### config.mk
export PLATFORM = sky130hd
export DESIGN_NAME = alu_seq
export DESIGN_NICKNAME = d
export VERILOG_FILES = /design/src/rtl/alu_pkg.sv /design/src/rtl/alu_iter_muldiv.sv /design/src/rtl/alu_seq.sv
export SDC_FILE = /design/constraint.sdc
export NUM_CORES = 1
export LEC_CHECK = 0
export CAP_MARGIN = 40
export CELL_PAD_IN_SITES_DETAIL_PLACEMENT = 0
export CELL_PAD_IN_SITES_GLOBAL_PLACEMENT = 1
export CORE_MARGIN = 2
export CORE_UTILIZATION = 47
export CTS_BUF_LIST = sky130_fd_sc_hd__clkbuf_8
export CTS_CLUSTER_SIZE = 28
export DETAILED_ROUTE_END_ITERATION = 8
export GPL_ROUTABILITY_DRIVEN = 0
export PLACE_DENSITY = 0.91
export SLEW_MARGIN = 20
export SYNTH_ARGS = -nofsm -noshare
export SYNTH_HDL_FRONTEND = slang
export SYNTH_SLANG_ARGS = --single-unit
### constraint.sdc
create_clock -name clk -period 4.2 [get_ports clk]
set_input_delay 0.63 -clock clk [delete_from_list [all_inputs] [get_ports clk]]
set_output_delay 0.63 -clock clk [all_outputs]
set_load 0.005 [all_outputs]
### src/rtl/alu_pkg.sv
// Shared types for the sequential ALU: opcode map, condition codes, FSM states
// and the architectural flag word.
package alu_pkg;

    typedef enum logic [4:0] {
        OP_ADD  = 5'd0,
        OP_SUB  = 5'd1,
        OP_ADC  = 5'd2,
        OP_SBC  = 5'd3,
        OP_INC  = 5'd20,
        OP_DEC  = 5'd21,
        OP_AND  = 5'd22,
        OP_NAND = 5'd23,
        OP_OR   = 5'd24,
        OP_XOR  = 5'd25,
        OP_SHL  = 5'd26,
        OP_SHR  = 5'd27,
        OP_SAR  = 5'd28,
        OP_MUL  = 5'd29,
        OP_DIVU = 5'd30,
        OP_REMU = 5'd31
    } op_e;

    typedef enum logic [2:0] {
        COND_AL = 3'd0,
        COND_Z  = 3'd1,
        COND_NZ = 3'd2,
        COND_C  = 3'd3,
        COND_NC = 3'd4
    } cond_e;

    typedef enum logic [1:0] {
        ST_IDLE,
        ST_MUL,
        ST_DIV,
        ST_DONE
    } state_e;

    typedef struct packed {
        logic z;
        logic c;
        logic n;
        logic v;
    } flags_t;

    // Opcodes below this value carry a condition field in op[4:2].
    localparam logic [4:0] OP_COND_LIMIT = 5'd20;

    function automatic logic cond_true(input cond_e cond, input flags_t f);
        cond_true = 1'b1;
        case (cond)
            COND_Z:  cond_true = f.z;
            COND_NZ: cond_true = ~f.z;
            COND_C:  cond_true = f.c;
            COND_NC: cond_true = ~f.c;
            default: cond_true = 1'b1;
        endcase
    endfunction

endpackage

### src/rtl/alu_iter_muldiv.sv
// Iterative unsigned multiply (shift-add) and restoring divide, one bit per cycle,
// sharing a single accumulator / shift-register pair.
module alu_iter_muldiv #(
    parameter int WIDTH = 16
) (
    input  logic             clk,
    input  logic             rst,
    input  logic             i_start,
    input  logic             i_abort,
    input  logic             i_div,
    input  logic [WIDTH-1:0] i_a,
    input  logic [WIDTH-1:0] i_b,
    output logic             o_done,
    output logic [WIDTH-1:0] o_lo,
    output logic [WIDTH-1:0] o_hi
);

    localparam int CW = $clog2(WIDTH);

    logic             r_busy;
    logic             r_div;
    logic [CW-1:0]    r_count;
    logic [WIDTH-1:0] r_acc;
    logic [WIDTH-1:0] r_q;
    logic [WIDTH-1:0] r_m;

    logic [WIDTH:0]   w_add;
    logic [WIDTH:0]   w_shift;
    logic             w_fits;
    logic [WIDTH-1:0] w_diff;
    logic [WIDTH-1:0] w_acc_nxt;
    logic [WIDTH-1:0] w_q_nxt;

    // Multiply: {acc,q} holds the partial product, multiplier bits leave q from the bottom.
    assign w_add   = {1'b0, r_acc} + (r_q[0] ? {1'b0, r_m} : '0);
    // Divide: acc is the partial remainder, dividend bits leave q from the top.
    // A zero divisor always "fits", giving an all-ones quotient and remainder = dividend.
    assign w_shift = {r_acc, r_q[WIDTH-1]};
    assign w_fits  = w_shift >= {1'b0, r_m};
    assign w_diff  = WIDTH'(w_shift - {1'b0, r_m});

    always_comb begin
        if (r_div) begin
            w_acc_nxt = w_fits ? w_diff : w_shift[WIDTH-1:0];
            w_q_nxt   = {r_q[WIDTH-2:0], w_fits};
        end else begin
            w_acc_nxt = w_add[WIDTH:1];
            w_q_nxt   = {w_add[0], r_q[WIDTH-1:1]};
        end
    end

    // Results are taken from the next-state values so the final iteration edge
    // and the result capture edge coincide.
    assign o_done = r_busy && (r_count == CW'(WIDTH - 1));
    assign o_lo   = w_q_nxt;
    assign o_hi   = w_acc_nxt;

    always_ff @(posedge clk or posedge rst) begin
        if (rst) begin
            r_busy  <= 1'b0;
            r_div   <= 1'b0;
            r_count <= '0;
            r_acc   <= '0;
            r_q     <= '0;
            r_m     <= '0;
        end else if (i_abort) begin
            r_busy <= 1'b0;
        end else if (i_start) begin
            r_busy  <= 1'b1;
            r_div   <= i_div;
            r_count <= '0;
            r_acc   <= '0;
            r_q     <= i_div ? i_a : i_b;
            r_m     <= i_div ? i_b : i_a;
        end else if (r_busy) begin
            r_acc   <= w_acc_nxt;
            r_q     <= w_q_nxt;
            r_count <= r_count + 1'b1;
            if (o_done) begin
                r_busy <= 1'b0;
            end
        end
    end

endmodule

### src/rtl/alu_seq.sv
// Handshaked sequential ALU: single-cycle adder/logic/shifter, iterative mul/div,
// registered result and architectural flags.
module alu_seq
    import alu_pkg::*;
#(
    parameter int WIDTH = 16
) (
    input  logic             clk,
    input  logic             rst,
    input  logic             flush,
    input  logic             inValid,
    output logic             inReady,
    input  logic [WIDTH-1:0] a,
    input  logic [WIDTH-1:0] b,
    input  logic [4:0]       op,
    output logic             outValid,
    input  logic             outReady,
    output logic [WIDTH-1:0] result,
    output logic             conditionMet,
    output logic             zeroFlag,
    output logic             carryFlag,
    output logic             negFlag,
    output logic             ovfFlag
);

    localparam int SHW = $clog2(WIDTH);

    state_e           r_state;
    state_e           w_state_nxt;
    state_e           w_start_state;
    flags_t           r_flags;
    flags_t           w_single_flags;
    flags_t           w_md_flags;
    logic [WIDTH-1:0] r_result;
    logic             r_cond_met;
    logic             r_is_rem;
    logic             r_b_zero;

    logic             w_accept;
    logic             w_in_ready;
    logic             w_is_multi;
    logic             w_cin;
    logic             w_sum_ovf;
    logic             w_cond_met;
    logic             w_md_done;
    logic [WIDTH-1:0] w_b_eff;
    logic [WIDTH:0]   w_sum;
    logic [SHW-1:0]   w_sh;
    logic [WIDTH-1:0] w_single_res;
    logic [WIDTH-1:0] w_md_lo;
    logic [WIDTH-1:0] w_md_hi;
    logic [WIDTH-1:0] w_md_res;

    assign w_in_ready = ~flush && ((r_state == ST_IDLE) || ((r_state == ST_DONE) && outReady));
    assign w_accept   = inValid && w_in_ready;
    assign w_is_multi = (op == OP_MUL) || (op == OP_DIVU) || (op == OP_REMU);
    assign w_start_state = !w_is_multi ? ST_DONE : ((op == OP_MUL) ? ST_MUL : ST_DIV);

    // NOTE: every always_comb output gets a default first so no path can infer a latch.
    always_comb begin
        w_b_eff = b;
        w_cin   = 1'b0;
        if (op < OP_COND_LIMIT) begin
            w_b_eff = op[0] ? ~b : b;
            w_cin   = op[1] ? r_flags.c : op[0];
        end else if (op == OP_INC) begin
            w_cin = 1'b1;
        end else if (op == OP_DEC) begin
            w_b_eff = ~b;
        end
    end

    assign w_sum     = {1'b0, a} + {1'b0, w_b_eff} + {{WIDTH{1'b0}}, w_cin};
    assign w_sum_ovf = (a[WIDTH-1] == w_b_eff[WIDTH-1]) && (w_sum[WIDTH-1] != a[WIDTH-1]);
    assign w_sh      = b[SHW-1:0];

    always_comb begin
        w_single_res   = w_sum[WIDTH-1:0];
        w_single_flags = r_flags;
        w_cond_met     = 1'b1;
        case (op)
            OP_AND:  w_single_res = a & b;
            OP_NAND: w_single_res = ~(a & b);
            OP_OR:   w_single_res = a | b;
            OP_XOR:  w_single_res = a ^ b;
            OP_SHL:  w_single_res = a << w_sh;
            OP_SHR:  w_single_res = a >> w_sh;
            OP_SAR:  w_single_res = $signed(a) >>> w_sh;
            default: begin
                w_single_flags.c = w_sum[WIDTH];
                w_single_flags.v = w_sum_ovf;
                if (op < OP_COND_LIMIT) begin
                    w_cond_met = cond_true(cond_e'(op[4:2]), r_flags);
                end
            end
        endcase
        w_single_flags.z = (w_single_res == '0);
        w_single_flags.n = w_single_res[WIDTH-1];
    end

    alu_iter_muldiv #(
        .WIDTH (WIDTH)
    ) u_muldiv (
        .clk     (clk),
        .rst     (rst),
        .i_start (w_accept && w_is_multi),
        .i_abort (flush),
        .i_div   (op != OP_MUL),
        .i_a     (a),
        .i_b     (b),
        .o_done  (w_md_done),
        .o_lo    (w_md_lo),
        .o_hi    (w_md_hi)
    );

    always_comb begin
        w_md_res     = r_is_rem ? w_md_hi : w_md_lo;
        w_md_flags.z = (w_md_res == '0);
        w_md_flags.c = (r_state == ST_MUL) ? (w_md_hi != '0) : r_b_zero;
        w_md_flags.n = w_md_res[WIDTH-1];
        w_md_flags.v = 1'b0;
    end

    always_comb begin
        w_state_nxt = r_state;
        case (r_state)
            ST_IDLE: if (w_accept) w_state_nxt = w_start_state;
            ST_MUL,
            ST_DIV:  if (w_md_done) w_state_nxt = ST_DONE;
            ST_DONE: begin
                if (w_accept) begin
                    w_state_nxt = w_start_state;
                end else if (outReady) begin
                    w_state_nxt = ST_IDLE;
                end
            end
            default: w_state_nxt = ST_IDLE;
        endcase
        if (flush) begin
            w_state_nxt = ST_IDLE;
        end
    end

    // NOTE: sequential state uses non-blocking assignments so every register samples
    // pre-edge values regardless of block ordering.
    always_ff @(posedge clk or posedge rst) begin
        if (rst) begin
            r_state <= ST_IDLE;
        end else begin
            r_state <= w_state_nxt;
        end
    end

    always_ff @(posedge clk or posedge rst) begin
        if (rst) begin
            r_result   <= '0;
            r_cond_met <= 1'b0;
            r_flags    <= '0;
            r_is_rem   <= 1'b0;
            r_b_zero   <= 1'b0;
        end else if (!flush) begin
            if (w_accept && !w_is_multi) begin
                r_result   <= w_single_res;
                r_cond_met <= w_cond_met;
                if (w_cond_met) begin
                    r_flags <= w_single_flags;
                end
            end else if (w_accept) begin
                r_cond_met <= 1'b1;
                r_is_rem   <= (op == OP_REMU);
                r_b_zero   <= (b == '0);
            end else if (w_md_done) begin
                r_result <= w_md_res;
                r_flags  <= w_md_flags;
            end
        end
    end

    assign inReady      = w_in_ready;
    assign outValid     = (r_state == ST_DONE);
    assign result       = r_result;
    assign conditionMet = r_cond_met;
    assign zeroFlag     = r_flags.z;
    assign carryFlag    = r_flags.c;
    assign negFlag      = r_flags.n;
    assign ovfFlag      = r_flags.v;

endmodule

==> results.yml <==
run_status:
  status: "complete, no violations"
floorplanning:
  io-pin-count: 65
  die_h_um: 152
  start_util: 0.475
  std_cell_rows: 54
  die_w_um: 152
  core_um2: 21700
  die_area_um2: 23100
detailed_routing:
  drtIter0Drc: 1348
  first_pass_iters: 6
  drt-wirelength-per-cell_um: 22.4
  postRouteAntennaNets: 0
  drt-vias-per-instance: 6.50
  drcViolationCount: 0
  drt-total-wl_um: 38000
  vias: 11045
setup_path:
  r2r_end: "zeroFlag$_DFFE_PP0P_"
  regToRegSetupSlack_ns: 0.23
  worstSetupEndpointType: "flip-flop"
  cp-start-kind: "primary input"
  worstPathArrival_ns: 4.42
  reg2reg_from: "u_muldiv.r_acc[11]$_DFFE_PP0P_"
  required_ns: 4.45
  reg2reg_depth: 11
  path_class: "in -> reg"
  worstPathMaxFanout: 10
sta:
  setup_violations: 0
  fin_crit_sh: 0.994
  layout_min_cycle_time_ns: 4.17
  maxSlewViolCount: 0
  clock.fmax_ghz: 0.240
  clock_skew_ns: 0.0197
  hold_viol: 0
  tightestPinTransition_ns: 0.736
  max_slew_margin: 0.497
  setup_tns_ns: 0
yosys:
  synthesis.nets: 1427
  postSynth.asyncResetShare: 1.00
  netlist_instances: 1297
  synth_edf_count: 0
  avgSynthCellArea_um2: 7.94
  yosysSeqAreaShare: 0.192
  ys_ff_latch: 79
  yosysUniqueCellTypes: 99
  ys.flop_type: "dfrtp_1"
  yosys_warnings: 0
  syn_area_um2: 10300
cts:
  clk_pin_slew_worst_paths_ns: 0.09
  hold_buffers: 0
  cts_made_buffers: 9
  clk_latency_ns: 0.38
  cts_tree: "built"
  htree_levels: 3
  clk_path_buf_depth: 2
  cts.sinks: 79
  clock-root-buffer: "clkbuf_8"
hold_path:
  hold-path-cell-count: 2
  hp-start: "r_b_zero$_DFFE_PP0P_"
  holdPathEnd: "r_b_zero$_DFFE_PP0P_"
  hp-class: "reg -> reg"
placed_design:
  placed_cells: 1680
  io_buffers: 64
  hpwl_um: 30400
global_routing:
  antenna_found_initial: 0
  grt_max_degree: 46
  grt_pass1_vias: 10524
  globalRouteOverflowTotal: 0
  grt_use_total: 0.324
  grt_pass1_wl_um: 59300
pwr:
  p_leak_nw: 5.37
  powerDensity_nw_per_um2: 512
  vdd_ir_drop_max_uv: 212
layout:
  final_cells: 1698
  multiInputGateArea_um2: 7720
  seq_area_um2: 1980
  area_growth_pct: 18.2
  layout_commonest_cell: "nor2_1"
  layout_common_cells: "132 x nor2_1, 123 x buf_4, 114 x nand2_1, 100 x a21oi_1, 84 x ha_1"
  drive_gt1_frac: 0.162
  antenna_cells: 0
  final_nets: 1544
  fill_cells: 2021
job:
  drv_cap: 0
==> critical path, cell delays in order <==
cell and delay (ns):
clkdlybuf4s50_1 0.49, buf_4 0.17, buf_4 0.18, nor2b_1 0.56, nand2_1 0.40, buf_4 0.28
a21oi_1 0.48, nor2_1 0.11, o21ai_0 0.40, o22ai_1 0.21, or4bb_4 0.25, nor4_4 0.04
a21oi_1 0.12, o21ai_1 0.10
==> per-stage QoR <==
stage / area (µm²) / worst slack, ns / hold WS, ns / util / power (W)
floorplan: 10300 / 0.00902 / 0.445 / - / 0.00409
global placement: 11900 / -0.165 / 0.466 / 0.546 / 0.00536
detailed placement: 11900 / -0.298 / 0.474 / 0.546 / 0.00541
CTS: 12100 / 0.0726 / 0.494 / 0.557 / 0.00613
global route: 12200 / -0.107 / 0.525 / 0.561 / 0.00666
finish: 12200 / 0.0260 / 0.495 / 0.561 / 0.00623
==> logic make-up after synthesis <==
group | Yosys count | synth area share
adders and majority gates | 88 | 0.110
buffers and inverters | 155 | 0.0662
and+or+nand+nor | 427 | 0.199
xor gates and xnor gates | 50 | 0.0425
AOI/OAI and AO/OA | 421 | 0.283
DFF | 79 | 0.192
muxes | 77 | 0.108
==> synthesized netlist by cell type, types with 11 or more instances <==
| master | instances | area share |
|---|---|---|
| nand2_1 | 114 | 0.042 |
| inv_1 | 69 | 0.025 |
| o211ai_1 | 18 | 0.013 |
| nor2b_1 | 11 | 0.0067 |
| buf_2 | 21 | 0.010 |
| ha_1 | 84 | 0.10 |
| nand3_1 | 36 | 0.017 |
| xor2_1 | 12 | 0.010 |
| a31oi_1 | 12 | 0.0073 |
| mux4_2 | 25 | 0.055 |
| and2_1 | 22 | 0.013 |
| o221ai_1 | 22 | 0.019 |
| a211oi_1 | 40 | 0.029 |
| nor2_1 | 133 | 0.048 |
| dfrtp_1 | 79 | 0.19 |
| mux2i_1 | 35 | 0.034 |
| mux2_2 | 16 | 0.017 |
| a21o_1 | 17 | 0.012 |
| o21ai_0 | 73 | 0.035 |
| nor3_1 | 25 | 0.012 |
| clkbuf_1 | 49 | 0.018 |
| nand2b_1 | 17 | 0.010 |
| xnor2_1 | 38 | 0.032 |
| a21oi_1 | 102 | 0.050 |
==> sequential cells by signal (all words and copies together), names as in the netlist, 2 cells and up <==
signal	cells
result	16
u_muldiv.r_acc	16
u_muldiv.r_m	16
u_muldiv.r_q	16
u_muldiv.r_count	4
r_state	2
==> how the worst max path moves through the flow <==
stage / depth (start not counted) / slack [ns] / from / endpoint
2_1_floorplan: 17 / 0.009 / op[1] / zeroFlag$_DFFE_PP0P_
3_3_place_gp: 16 / -0.16 / op[1] / zeroFlag$_DFFE_PP0P_
3_5_place_dp: 16 / -0.30 / op[2] / zeroFlag$_DFFE_PP0P_
4_1_cts: 16 / 0.07 / op[2] / zeroFlag$_DFFE_PP0P_
5_1_grt: 17 / -0.11 / op[2] / zeroFlag$_DFFE_PP0P_
6_report: 14 / 0.03 / op[1] / zeroFlag$_DFFE_PP0P_
==> report_power, final <==
part           total [W]  internal (W)  switching [W]
Sequential       0.00141       0.00107       0.000344
Combinational    0.00413       0.00183        0.00230
Clock           0.000692      0.000390       0.000302
==> metal layers <==
metal / vias to the layer above / part of all wire / GRT usage
met4: 0 / 0.084 / 0.227
met3: 190 / 0.089 / 0.0376
li1: 5075 / - / -
met2: 646 / 0.44 / 0.502
met5: - / 0 / 0
met1: 5134 / 0.39 / 0.421
==> timing repair <==
action	CTS	global route
hold endpoints to repair	0	0
endpoints found under the setup margin	0	3
gates resized for setup	0	12
setup buffers	0	3
==> final cells by class <==
type / instances / area share
Clock inverter: 6 / 0.00905
Inverter: 71 / 0.0220
Multi-Input combinational cell: 1063 / 0.635
Tap cell: 280 / 0.0288
Timing Repair Buffer: 190 / 0.133
Clock buffer: 9 / 0.0102
Sequential cell: 79 / 0.163
Power figures use the tool's default switching activity.
